## src/rtl/multicycle_control_if.sv

```systemverilog
// rtl/multicycle_control_if.sv - control bundle between the multicycle sequencer and the MIPS datapath
interface multicycle_control_if #(
    parameter int CNT_W = 16
);
    logic [5:0]       opcode;
    logic             mem_ready;
    logic             PCWrite;
    logic             PCWriteCond;
    logic             IorD;
    logic             MemToRead;
    logic             MemToWrite;
    logic             MemToReg;
    logic             IRWrite;
    logic             regDst;
    logic             RegWrite;
    logic             ALUSrcA;
    logic [1:0]       ALUSrcB;
    logic [1:0]       ALUOp;
    logic [1:0]       PCSource;
    logic [3:0]       state;
    logic             illegal_op;
    logic [CNT_W-1:0] instr_retired;

    modport master (
        input  opcode, mem_ready,
        output PCWrite, PCWriteCond, IorD, MemToRead, MemToWrite, MemToReg,
               IRWrite, regDst, RegWrite, ALUSrcA, ALUSrcB, ALUOp, PCSource,
               state, illegal_op, instr_retired
    );

    modport slave (
        output opcode, mem_ready,
        input  PCWrite, PCWriteCond, IorD, MemToRead, MemToWrite, MemToReg,
               IRWrite, regDst, RegWrite, ALUSrcA, ALUSrcB, ALUOp, PCSource,
               state, illegal_op, instr_retired
    );
endinterface

```

## src/rtl/multicycle_control.sv

```systemverilog
// rtl/multicycle_control.sv - multicycle MIPS sequencer with memory stall and retired-instruction counter
// Optional feature macro: MC_JUMP_EN (enables the j instruction / JUMP state).
module multicycle_control #(
    parameter int CNT_W = 16
) (
    input  logic                 clk,
    input  logic                 rst,
    multicycle_control_if.master bus
);
    typedef enum logic [3:0] {
        S_IDLE      = 4'd0,
        S_FETCH     = 4'd1,
        S_DECODE    = 4'd2,
        S_MEM_ADDR  = 4'd3,
        S_MEM_RD    = 4'd4,
        S_MEM_WB    = 4'd5,
        S_MEM_WR    = 4'd6,
        S_R_EXEC    = 4'd7,
        S_R_WB      = 4'd8,
        S_BRANCH    = 4'd9,
        S_ADDI_EXEC = 4'd10,
        S_ADDI_WB   = 4'd11,
        S_JUMP      = 4'd12
    } state_t;

    localparam logic [5:0] OP_RTYPE = 6'b000000;
    localparam logic [5:0] OP_LW    = 6'b100011;
    localparam logic [5:0] OP_SW    = 6'b101011;
    localparam logic [5:0] OP_BEQ   = 6'b000100;
    localparam logic [5:0] OP_ADDI  = 6'b001000;
    localparam logic [5:0] OP_J     = 6'b000010;

    state_t           st;
    state_t           dispatch;
    logic             legal;
    logic [CNT_W-1:0] retired;

    always_comb begin
        legal    = 1'b1;
        dispatch = S_FETCH;
        case (bus.opcode)
            OP_RTYPE:      dispatch = S_R_EXEC;
            OP_LW, OP_SW:  dispatch = S_MEM_ADDR;
            OP_BEQ:        dispatch = S_BRANCH;
            OP_ADDI:       dispatch = S_ADDI_EXEC;
`ifdef MC_JUMP_EN
            OP_J:          dispatch = S_JUMP;
`endif
            default:       legal    = 1'b0;
        endcase
    end

    // Retirement is counted on the edge that returns to FETCH after a completed instruction.
    always_ff @(posedge clk or posedge rst) begin
        if (rst) begin
            st      <= S_IDLE;
            retired <= '0;
        end else begin
            case (st)
                S_IDLE:      st <= S_FETCH;
                S_FETCH:     if (bus.mem_ready) st <= S_DECODE;
                S_DECODE:    st <= dispatch;
                S_MEM_ADDR:  st <= (bus.opcode == OP_LW) ? S_MEM_RD : S_MEM_WR;
                S_MEM_RD:    if (bus.mem_ready) st <= S_MEM_WB;
                S_MEM_WR: begin
                    if (bus.mem_ready) begin
                        st      <= S_FETCH;
                        retired <= retired + 1'b1;
                    end
                end
                S_R_EXEC:    st <= S_R_WB;
                S_ADDI_EXEC: st <= S_ADDI_WB;
`ifdef MC_JUMP_EN
                S_JUMP,
`endif
                S_MEM_WB, S_R_WB, S_ADDI_WB, S_BRANCH: begin
                    st      <= S_FETCH;
                    retired <= retired + 1'b1;
                end
                default:     st <= S_FETCH;
            endcase
        end
    end

    assign bus.state         = st;
    assign bus.instr_retired = retired;

    always_comb begin
        bus.PCWrite     = 1'b0;
        bus.PCWriteCond = 1'b0;
        bus.IorD        = 1'b0;
        bus.MemToRead   = 1'b0;
        bus.MemToWrite  = 1'b0;
        bus.MemToReg    = 1'b0;
        bus.IRWrite     = 1'b0;
        bus.regDst      = 1'b0;
        bus.RegWrite    = 1'b0;
        bus.ALUSrcA     = 1'b0;
        bus.ALUSrcB     = 2'b00;
        bus.ALUOp       = 2'b00;
        bus.PCSource    = 2'b00;
        bus.illegal_op  = 1'b0;
        case (st)
            S_FETCH: begin
                bus.MemToRead = 1'b1;
                bus.ALUSrcB   = 2'b01;
                bus.IRWrite   = bus.mem_ready;
                bus.PCWrite   = bus.mem_ready;
            end
            S_DECODE: begin
                bus.ALUSrcB    = 2'b11;
                bus.illegal_op = ~legal;
            end
            S_MEM_ADDR, S_ADDI_EXEC: begin
                bus.ALUSrcA = 1'b1;
                bus.ALUSrcB = 2'b10;
            end
            S_MEM_RD: begin
                bus.MemToRead = 1'b1;
                bus.IorD      = 1'b1;
            end
            S_MEM_WR: begin
                bus.MemToWrite = 1'b1;
                bus.IorD       = 1'b1;
            end
            S_MEM_WB: begin
                bus.RegWrite = 1'b1;
                bus.MemToReg = 1'b1;
            end
            S_R_EXEC: begin
                bus.ALUSrcA = 1'b1;
                bus.ALUOp   = 2'b10;
            end
            S_R_WB: begin
                bus.RegWrite = 1'b1;
                bus.regDst   = 1'b1;
            end
            S_ADDI_WB:   bus.RegWrite = 1'b1;
            S_BRANCH: begin
                bus.ALUSrcA     = 1'b1;
                bus.ALUOp       = 2'b01;
                bus.PCWriteCond = 1'b1;
                bus.PCSource    = 2'b01;
            end
`ifdef MC_JUMP_EN
            S_JUMP: begin
                bus.PCWrite  = 1'b1;
                bus.PCSource = 2'b10;
            end
`endif
            default: ;
        endcase
    end
endmodule

```

## src/flat_wrapper.sv

```systemverilog
// flat-port wrapper written by rule: the top's interface ports become plain ports
module multicycle_control_flat 
#(
    parameter int CNT_W = 16
)
  (clk, rst, bus_opcode, bus_mem_ready, bus_PCWrite, bus_PCWriteCond, bus_IorD, bus_MemToRead, bus_MemToWrite, bus_MemToReg, bus_IRWrite, bus_regDst, bus_RegWrite, bus_ALUSrcA, bus_ALUSrcB, bus_ALUOp, bus_PCSource, bus_state, bus_illegal_op, bus_instr_retired);
  multicycle_control_if #(.CNT_W(CNT_W)) bus_i ();
  input  logic clk;
  input  logic rst;
  input wire logic [$bits(bus_i.opcode)-1:0] bus_opcode;
  input wire logic [$bits(bus_i.mem_ready)-1:0] bus_mem_ready;
  output wire logic [$bits(bus_i.PCWrite)-1:0] bus_PCWrite;
  output wire logic [$bits(bus_i.PCWriteCond)-1:0] bus_PCWriteCond;
  output wire logic [$bits(bus_i.IorD)-1:0] bus_IorD;
  output wire logic [$bits(bus_i.MemToRead)-1:0] bus_MemToRead;
  output wire logic [$bits(bus_i.MemToWrite)-1:0] bus_MemToWrite;
  output wire logic [$bits(bus_i.MemToReg)-1:0] bus_MemToReg;
  output wire logic [$bits(bus_i.IRWrite)-1:0] bus_IRWrite;
  output wire logic [$bits(bus_i.regDst)-1:0] bus_regDst;
  output wire logic [$bits(bus_i.RegWrite)-1:0] bus_RegWrite;
  output wire logic [$bits(bus_i.ALUSrcA)-1:0] bus_ALUSrcA;
  output wire logic [$bits(bus_i.ALUSrcB)-1:0] bus_ALUSrcB;
  output wire logic [$bits(bus_i.ALUOp)-1:0] bus_ALUOp;
  output wire logic [$bits(bus_i.PCSource)-1:0] bus_PCSource;
  output wire logic [$bits(bus_i.state)-1:0] bus_state;
  output wire logic [$bits(bus_i.illegal_op)-1:0] bus_illegal_op;
  output wire logic [$bits(bus_i.instr_retired)-1:0] bus_instr_retired;
  assign bus_i.opcode = bus_opcode;
  assign bus_i.mem_ready = bus_mem_ready;
  assign bus_PCWrite = bus_i.PCWrite;
  assign bus_PCWriteCond = bus_i.PCWriteCond;
  assign bus_IorD = bus_i.IorD;
  assign bus_MemToRead = bus_i.MemToRead;
  assign bus_MemToWrite = bus_i.MemToWrite;
  assign bus_MemToReg = bus_i.MemToReg;
  assign bus_IRWrite = bus_i.IRWrite;
  assign bus_regDst = bus_i.regDst;
  assign bus_RegWrite = bus_i.RegWrite;
  assign bus_ALUSrcA = bus_i.ALUSrcA;
  assign bus_ALUSrcB = bus_i.ALUSrcB;
  assign bus_ALUOp = bus_i.ALUOp;
  assign bus_PCSource = bus_i.PCSource;
  assign bus_state = bus_i.state;
  assign bus_illegal_op = bus_i.illegal_op;
  assign bus_instr_retired = bus_i.instr_retired;
  multicycle_control #(.CNT_W(CNT_W)) u_core (.clk(clk), .rst(rst), .bus(bus_i));
endmodule
```

## config.mk

```make
export PLATFORM = sky130hd
export DESIGN_NAME = multicycle_control_flat
export DESIGN_NICKNAME = d
export VERILOG_FILES = /design/src/rtl/multicycle_control_if.sv /design/src/rtl/multicycle_control.sv /design/src/flat_wrapper.sv
export SDC_FILE = /design/constraint.sdc
export NUM_CORES = 1
export LEC_CHECK = 0
export ABC_AREA = 1
export CAP_MARGIN = 20
export CORE_MARGIN = 5
export CORE_UTILIZATION = 35
export CTS_CLUSTER_DIAMETER = 150
export DETAILED_ROUTE_END_ITERATION = 8
export HOLD_SLACK_MARGIN = 0.03
export SKIP_LAST_GASP = 1
export SYNTH_ARGS = -nofsm -noshare
export SYNTH_HDL_FRONTEND = slang
export SYNTH_SLANG_ARGS = --single-unit
```

## constraint.sdc

```tcl
create_clock -name clk -period 1.8 [get_ports clk]
set_input_delay 0.45 -clock clk [delete_from_list [all_inputs] [get_ports clk]]
set_output_delay 0.45 -clock clk [all_outputs]
set_load 0.05 [all_outputs]
```

**Yosys cells after proc, flatten, opt, wreduce, memory -nomap -nowiden**

Index checks and enable logic that the tools add are counted.
W data, S select, Z words.

- $add $sub $neg: 1
- Equal/unequal tests: 18
- Multiplexer cells: 22
- Bitwise operators: 1
- Reductions and logical operators: 12

Operator list:

| operator | number |
|---|---|
| $pmux W16 S2 | 1 |
| $pmux W4 S7 | 1 |
| $add A16 B1 Y16 const B | 1 |
| $eq A4 B3 Y1 const B | 4 |
| $eq A4 B4 Y1 const B | 4 |
| $mux W16 | 1 |
| $pmux W4 S4 | 1 |
| $eq A6 B6 Y1 const B | 2 |
| $mux W1 | 12 |
| $mux W4 | 3 |
| $eq A4 B2 Y1 const B | 2 |
| $reduce_or A2 Y1 | 4 |
| $reduce_or A4 Y1 | 2 |
| $eq A6 B3 Y1 const B | 1 |
| $eq A6 B4 Y1 const B | 1 |
| $logic_not A6 Y1 | 1 |
| $ne A2 B2 Y1 const B | 3 |
| $pmux W2 S3 | 1 |
| $reduce_or A5 Y1 | 1 |
| $eq A4 B1 Y1 const B | 1 |
| $pmux W2 S2 | 1 |
| $reduce_and A3 Y1 | 1 |
| $reduce_or A3 Y1 | 1 |
| $mux W2 | 1 |
| 3 further kinds | 3 |

- Register bits after elaboration: 20
- Output and inout port bits: 37
- Logic and storage cells: 56

**Logic depth before layout (Yosys ltp)**

Gate-level depths: netlist (run 1).

- Depth after elaboration: 5
- Depth in mapped cells: 9

**Worst setup path before layout (run 1)**

No wires, ideal clock.

- Path type: register to output
- Start: register u_core.st[3], in the netlist u_core.bus.state[3]
- End: output bus_ALUSrcA
- Arrival time: 2310 ps
- Required time: 1350 ps
- Path slack: -960 ps
- Stages on the path, launching flop included: 5
- Path buffers: 0
- Cells stage by stage: dfrtp_1 inv_1 nor2_1 inv_1 o21ai_0

- Cells in the longest elaborated chain, start to end: 3
- Elaborated cells between the ends (all ways): 6
- Those cells by class: eq/ne (4); mux (1); reduce/logical (1)

Ends and longest elaborated chain:

| what | line | RTL |
|---|---|---|
| start, declared | multicycle_control.sv:33 | `state_t st;` |
| start signal, assigned | multicycle_control.sv:62 | `S_DECODE: st <= dispatch;` |
| start signal, assigned | multicycle_control.sv:63 | `S_MEM_ADDR: st <= (bus.opcode == OP_LW) ? S_MEM_RD : S_MEM_WR;` |
| $eq A4 B2 Y1, or another cell as far along | multicycle_control.sv:103 | `case (st)` |
| $reduce_or A4 Y1 (no source line) * | -- |  |
| $mux W1 * | multicycle_control.sv:103 |  |
| end, declared | flat_wrapper.sv:21 | `output wire logic [$bits(bus_i.ALUSrcA)-1:0] bus_ALUSrcA;` |

Every way passes the cells marked *; elsewhere a longest branch is shown, timed or not.

**Worst setup path after layout (run 1)**

- Start: register u_core.st[1], in the netlist u_core.bus.state[1]
- End: output bus_PCWrite

- Cells in the longest elaborated chain, start to end: 2

Ends and longest elaborated chain:

| what | line | RTL |
|---|---|---|
| $eq A4 B1 Y1 | multicycle_control.sv:103 |  |
| $mux W1 | multicycle_control.sv:103 |  |
| end, declared | flat_wrapper.sv:12 | `output wire logic [$bits(bus_i.PCWrite)-1:0] bus_PCWrite;` |

No other way between the ends.

==> flow_summary.yaml, run 1 <==
drt:
  drtPass1Iterations: 4
  routedWlPerCell_um: 11.9
  via_count: 1697
  post-route-drc-count: 0
  routed_wirelength_um: 4320
  drtAntennaViolNets: 0
  drc_violation_total_after_the_first_tritonroute_iteration: 81
  vias_per_std_cell: 4.67
clocking:
  cts_made_buffers: 3
  h-tree-depth: 1
  tritoncts_clock_tree: "built"
  clock-root-buffer: "sky130_fd_sc_hd__clkbuf_8"
  clk_path_buf_depth: 2
  cts_sinks: 20
  clock_latency_late_sink_ns: 0.26
  worst_setup_hold_path_clk_slew_ns: 0.08
logic_synthesis:
  synth_compound_area_share_pct: 8.35
  synth_area_per_cell_um2: 6.50
  synth.ff_latch_count: 20
  synthXorXnorAreaFrac_pct: 3.93
  synth_commonest_cells: "sky130_fd_sc_hd__nand2_1 (90), sky130_fd_sc_hd__nor2_1 (36), sky130_fd_sc_hd__inv_1 (28)"
  netlist_instances: 240
  synth_top_family_by_area: "simple AND/OR/NAND/NOR gates"
  synth_largest_type_area_fraction_pct: 32.1
  number_of_synthesized_flops_with_an_enable_pin: 0
  netlist_area_um2: 1560
  synth-async-reset-ratio_pct: 100
  yosys.cell_types.count: 23
  yosysTopAreaCell: "sky130_fd_sc_hd__dfrtp_1"
  yosysMostFrequentCell: "sky130_fd_sc_hd__nand2_1"
  yosys_most_used_dff: "sky130_fd_sc_hd__dfrtp_1"
  postSynthNetCount: 250
  synth.area.mux_share_pct: 0
  synth-warning-count: 0
  synth.top_cells.by_area: "sky130_fd_sc_hd__dfrtp_1 (32%), sky130_fd_sc_hd__nand2_1 (22%), sky130_fd_sc_hd__nor2_1 (8.7%)"
  yosysSeqAreaShare_pct: 32.1
  synth-adder-area-share_pct: 0.803
  synth_simple_gate_area_share_pct: 43.2
pwr:
  switching_share_pct: 49.7
  pwr-share-comb_pct: 74.5
  clockPowerShare_pct: 8.6
  switching_power_w: 0.00203
  power_density_nw_per_um2: 1550
  share_seq_of_total_power_pct: 16.9
  p_leak_nw: 1.28
  ir_drop_v: 0.00158
  internal_power_w: 0.00206
  p_total_w: 0.00409
global_routing:
  grtUsageTotal_pct: 15.1
  global_route.usage.met2_pct: 24.7
  first_global_vias: 1603
  maximum_number_of_pins_on_one_net_before_global_route_repair: 21
  total_grt_overflow: 0
  grtUsageMet3_pct: 3.86
  grt-busiest-layer: "met2"
  globalRouteMet1Util_pct: 19.6
  antenna_found_initial: 0
  grt_first_pass_wirelength_um: 7530
timing:
  clock_skew_ns: 0.00314
  totalNegativeSetupSlack_ns: -0.688
  max_freq_mhz: 527
  finalHoldViolCount: 0
  timing.final.setup_violations: 11
  grt_setup_unrepaired: "true"
  layout_min_cycle_time_ns: 1.90
  post-route-period-util_pct: 105
  final-max-slew-violation-count: 0
  finalWorstSetupSlack_ns: -0.0976
  hold-worst-slack_ns: 0.518
final_layout:
  drive_gt1_share_pct: 38.6
  final_net_count: 322
  growth_of_design_area_from_synthesis_to_finish_pct: 69.0
  non_filler_cells_final: 363
  num_antenna_cells: 0
status:
  failed_checks: "setup timing"
  status: "finished with violations"
worst_setup_path:
  worst-path-max-fanout: 5
  worst_path_largest_cell_delay_ns: 0.48
  worst-setup-path-type: "reg2out"
  wp_buf_inv: 3
  cp_cell_sequence: "inv_4 -> nand2_4 -> nor2_4 -> inv_4 -> nor2_4 -> buf_12"
  critPathLaunchType: "flop"
  critical_path.endpoint_type: "output pin"
  crit_arrival_ns: 1.45
  worst-endpoint-required_ns: 1.35
  cpMaxStageDelayCell: "sky130_fd_sc_hd__dfrtp_2"
  cp_top_family: "flip-flops"
floorplan:
  ios: 46
  core-area_um2: 4320
  rows: 24
  floorplan.die_area_um2: 5890
  die_height_um: 76.7
  fp.dieW_um: 76.7
  start_util_pct: 36.1
hold_path:
  worst_hold_path_type: "in2async"
job:
  maxCapViolCount: 0
placement:
  place_inst: 342
  gpl.final_weighted_congestion: 0.838
  hpwl_um: 3290
  place_ws_ns: -0.286
  numPortBuffers: 44
per-layer routing:
layer  routed length [um]  vias up
met5                    0        -
met4                   89        0
met3                  245        8
met2                 2090       46
met1                 1900      754
li1                     -      889
metrics by stage:
| step | area (um2) | util [%] |
|---|---|---|
| 2_1_floorplan | 1640 | - |
| 3_3_place_gp | 2390 | 55.3 |
| 3_5_place_dp | 2390 | 55.3 |
| 4_1_cts | 2580 | 59.7 |
| 5_1_grt | 2640 | 60.9 |
| 6_report | 2640 | 60.9 |
worst paths after layout:
path | start | endpoint | slack, ns | depth (start not counted)
setup / recovery | u_core.bus.state[1]$_DFFE_PP0P_ | bus_PCWrite | -0.1 | 6
hold / removal | rst | u_core.bus.state[3]$_DFFE_PP0P_ | 0.52 | 3
setup reg to reg | u_core.bus.state[0]$_DFFE_PP0P_ | u_core.bus.instr_retired[9]$_DFFE_PP0P_ | 0.07 | 10
hold reg to reg | u_core.bus.instr_retired[15]$_DFFE_PP0P_ | u_core.bus.instr_retired[15]$_DFFE_PP0P_ | 0.54 | 2
max in group asynchronous | rst | u_core.bus.state[2]$_DFFE_PP0P_ | 1.06 | 3
min in group clk | u_core.bus.instr_retired[15]$_DFFE_PP0P_ | u_core.bus.instr_retired[15]$_DFFE_PP0P_ | 0.54 | 2
layout make-up:
class | instances | area [um2]
fill | 399 | 1690
multi-input combinational | 183 | 988
timing repair buffer | 73 | 895
sequential | 20 | 505
inverter | 31 | 126
tap | 52 | 65.1
clock buffer | 4 | 55.1
cells by family after synthesis:
group | after synthesis
compound gates | 19
xor+xnor | 7
fa+ha+maj | 1
buf+inv | 37
flops | 20
other cells | 1
simple gates | 155
sequential cells by signal, indices dropped and copies added (netlist names):
register                  cells
u_core.bus.state              4
u_core.bus.instr_retired     16
worst reg2reg max path: cells and delay by family (launching register included):
family / cells / cell delay, ns
and+or+nand+nor: 3 / 0.27
AOI/OAI and AO/OA: 2 / 0.21
buffers and inverters: 5 / 0.65
DFF: 1 / 0.48
repair_timing:
action | in CTS | in global routing
pin swaps | 9 | 11
resized for setup | 16 | 8
endpoints found under the hold margin | 0 | 0
gates cloned | 0 | 0
hold buffers | 0 | 0
setup buffers | 13 | 4
setup endpoints to repair | 12 | 15
power groups by stage:
| stage | logic, W | registers (W) | clock network (W) |
|---|---|---|---|
| finish | 0.00305 | 0.000692 | 0.000351 |
| global route | 0.00323 | 0.000710 | 0.000387 |
| CTS | 0.00298 | 0.000680 | 0.000361 |
| detailed placement | 0.00269 | 0.000710 | 0 |
| global placement | 0.00269 | 0.000711 | 0 |
| floorplan | 0.00134 | 0.000958 | 0 |
placed cells by master, fill, tap and decap left out:
master,synthesis,final
sky130_fd_sc_hd__nand2_1,90,83
sky130_fd_sc_hd__buf_4,4,37
sky130_fd_sc_hd__buf_12,1,26
sky130_fd_sc_hd__inv_1,28,24
sky130_fd_sc_hd__nor2_1,36,23
sky130_fd_sc_hd__dfrtp_1,20,16
sky130_fd_sc_hd__nand3_1,13,13
sky130_fd_sc_hd__nor2_4,2,9
sky130_fd_sc_hd__o21ai_2,6,9
sky130_fd_sc_hd__nand2_2,2,8
sky130_fd_sc_hd__xor2_1,7,7
sky130_fd_sc_hd__nand4_1,7,7
sky130_fd_sc_hd__nor2_2,0,6
sky130_fd_sc_hd__nand2_4,4,5
sky130_fd_sc_hd__dlygate4sd2_1,0,5
sky130_fd_sc_hd__inv_4,0,4
sky130_fd_sc_hd__a21oi_1,4,4
sky130_fd_sc_hd__clkbuf_8,0,4
sky130_fd_sc_hd__dfrtp_2,0,4
sky130_fd_sc_hd__inv_2,3,3
sky130_fd_sc_hd__clkdlybuf4s50_1,0,3
sky130_fd_sc_hd__o21ai_0,5,2
sky130_fd_sc_hd__o21ai_1,2,2
sky130_fd_sc_hd__buf_6,1,2
sky130_fd_sc_hd__a21oi_4,1,1
sky130_fd_sc_hd__o22ai_2,0,1
sky130_fd_sc_hd__nand3b_2,1,1
sky130_fd_sc_hd__ha_1,1,1
sky130_fd_sc_hd__conb_1,1,1
No activity file was read; power rests on OpenSTA's default activity.
==> run 2, diff against run 1 <==
- SETUP_SLACK_MARGIN: unset -> 0.2
==> run 2 against run 1 <==
The run still ends with setup timing left. Count of clock-buffer cells in the layout unchanged. Non-clock buffer count increased by 7. Combinational power increased by 8.9%. Sequential share of layout area decreased by 1.0 points. Maximum frequency decreased by 1.8%. Clock power decreased by 10%. Die area unchanged. Cell count increased by 2.2%.
==> flow_summary.yaml, run 2 (synthesized netlist as in run 1, its figures left out) <==
status:
  status: "finished with violations"
  failed_checks: "setup timing"
final_layout:
  final_common_cell: "sky130_fd_sc_hd__nand2_1"
  most-common-layout-cells: "sky130_fd_sc_hd__nand2_1 (68), sky130_fd_sc_hd__buf_4 (38), sky130_fd_sc_hd__buf_12 (25), sky130_fd_sc_hd__nor2_1 (24), sky130_fd_sc_hd__inv_1 (23)"
  drive_gt1_share_pct: 45.1
  final_net_count: 330
  largest_reg_flops: 16
  growth_of_design_area_from_synthesis_to_finish_pct: 81.1
  num_antenna_cells: 0
worst_setup_path:
  worst-endpoint-required_ns: 1.35
  wp_buf_inv: 3
  r2r-end: "u_core.bus.instr_retired[7]$_DFFE_PP0P_"
  worst-path-max-fanout: 5
  critical_path.endpoint_type: "output pin"
  reg2reg_depth: 10
  worst-setup-path-type: "reg2out"
  ff2ff_setup_slack_ns: 0.15
  crit_arrival_ns: 1.48
  cpMaxStageDelayCell: "sky130_fd_sc_hd__dfrtp_4"
  worstReg2RegStart: "u_core.bus.state[0]$_DFFE_PP0P_"
  cp_cell_sequence: "inv_4 -> nand2_4 -> nor2_4 -> o21ai_1 -> buf_4 -> nor2_4 -> buf_6"
  path_common_cell: "sky130_fd_sc_hd__nor2_4"
  logic_depth_of_the_worst_path_buffers_included: 7
  critPathLaunchType: "flop"
  worst_path_largest_cell_delay_ns: 0.53
  cp_top_family: "flip-flops"
floorplan:
  die_height_um: 76.7
  core-area_um2: 4320
  rows: 24
  floorplan.die_area_um2: 5890
  ios: 46
  fp.dieW_um: 76.7
  start_util_pct: 36.1
clocking:
  cts_sinks: 20
  clock-root-buffer: "sky130_fd_sc_hd__clkbuf_8"
  clock_latency_late_sink_ns: 0.26
  tritoncts_clock_tree: "built"
  clk_path_buf_depth: 2
  h-tree-depth: 1
  cts_made_buffers: 3
  worst_setup_hold_path_clk_slew_ns: 0.08
timing:
  finalHoldViolCount: 0
  timing.final.setup_violations: 14
  layout_min_cycle_time_ns: 1.93
  grt_setup_unrepaired: "true"
  final-max-slew-violation-count: 0
  hold-worst-slack_ns: 0.516
  clock_skew_ns: 0.00291
  post-route-period-util_pct: 107
  finalWorstSetupSlack_ns: -0.133
  max_freq_mhz: 517
global_routing:
  maximum_number_of_pins_on_one_net_before_global_route_repair: 21
  grt_first_pass_wirelength_um: 8340
  total_grt_overflow: 0
  antenna_found_initial: 0
  first_global_vias: 1813
  grtUsageTotal_pct: 16.7
pwr:
  p_leak_nw: 1.38
  power_density_nw_per_um2: 1540
  ir_drop_v: 0.00114
  p_total_w: 0.00434
drt:
  routedWlPerCell_um: 12.6
  vias_per_std_cell: 4.83
  post-route-drc-count: 0
  via_count: 1793
  drc_violation_total_after_the_first_tritonroute_iteration: 61
  drtPass1Iterations: 4
  routed_wirelength_um: 4690
  drtAntennaViolNets: 0
placement:
  gpl.final_weighted_congestion: 0.832
  hpwl_um: 3520
  numPortBuffers: 44
hold_path:
  worst_hold_path_type: "in2async"
job:
  maxCapViolCount: 0
[run 2: cell types whose count changed in the layout (fill, tap and decap cells not counted), sizes merged]
cell           before  now
dlygate4sd2         5    6
nand2              96   97
clkdlybuf4s50       3    2
buf                65   72
[run 2: how the worst max path moves through the flow]
stage / start / to / slack, ns
after detailed placement: bus_opcode[4] / bus_illegal_op / -0.28
after global routing: u_core.bus.state[0]$_DFFE_PP0P_ / bus_ALUSrcA / -0.21
after CTS: u_core.bus.state[0]$_DFFE_PP0P_ / bus_illegal_op / -0.13
final: u_core.bus.state[0]$_DFFE_PP0P_ / bus_illegal_op / -0.13
after floorplan: u_core.bus.state[1]$_DFFE_PP0P_ / bus_PCWrite / -0.11
after global placement: bus_opcode[0] / bus_illegal_op / -0.23
[run 2: worst reg2reg max path, delay by kind of cell, from the launching register on]
| family | cells | cell delay, ns |
|---|---|---|
| buffers and inverters | 4 | 0.57 |
| AND/OR/NAND/NOR | 4 | 0.27 |
| flip-flops | 1 | 0.53 |
| AO/OA/AOI/OAI | 2 | 0.18 |
[run 2: final cells by class]
cell class,count,area [um2]
clock buffer,4,45.0
fill,382,1500
inverter,31,134
multi-input combinational,184,1110
sequential,20,513
tap,52,65.1
timing repair buffer,80,960
[run 2: through the flow]
| step | TNS [ns] | worst slack [ns] | instances | area [um2] | utilization (%) |
|---|---|---|---|---|---|
| 6_report | -1.13 | -0.133 | 371 | 2820 | 65.3 |
| 5_1_grt | -2.05 | -0.208 | 371 | 2820 | 65.3 |
| 2_1_floorplan | -0.348 | -0.107 | 240 | 1670 | - |
| 3_5_place_dp | -0.390 | -0.284 | 350 | 2460 | 56.9 |
| 3_3_place_gp | -0.312 | -0.229 | 350 | 2460 | 56.9 |
| 4_1_cts | -1.07 | -0.129 | 368 | 2720 | 62.9 |
[run 2: what timing repair did]
action	CTS	global route
pin swaps	20	11
gates resized for setup	40	18
endpoints found under the setup margin	26	33
gates cloned	1	0
buffers inserted	13	3
hold buffers	0	0
[run 2: routing by layer]
metal | track usage (%) | vias to the layer above | part of all wire [%]
li1 | - | 902 | -
met1 | 20.5 | 838 | 44
met2 | 28.8 | 46 | 50
met3 | 4.33 | 7 | 4.7
met4 | 4.02 | 0 | 1.2
met5 | 0 | - | 0
[run 2: power breakdown]
part / internal [W] / switching [W]
clock network: 0.000158 / 0.000158
logic: 0.00144 / 0.00188
registers: 0.000554 / 0.000151
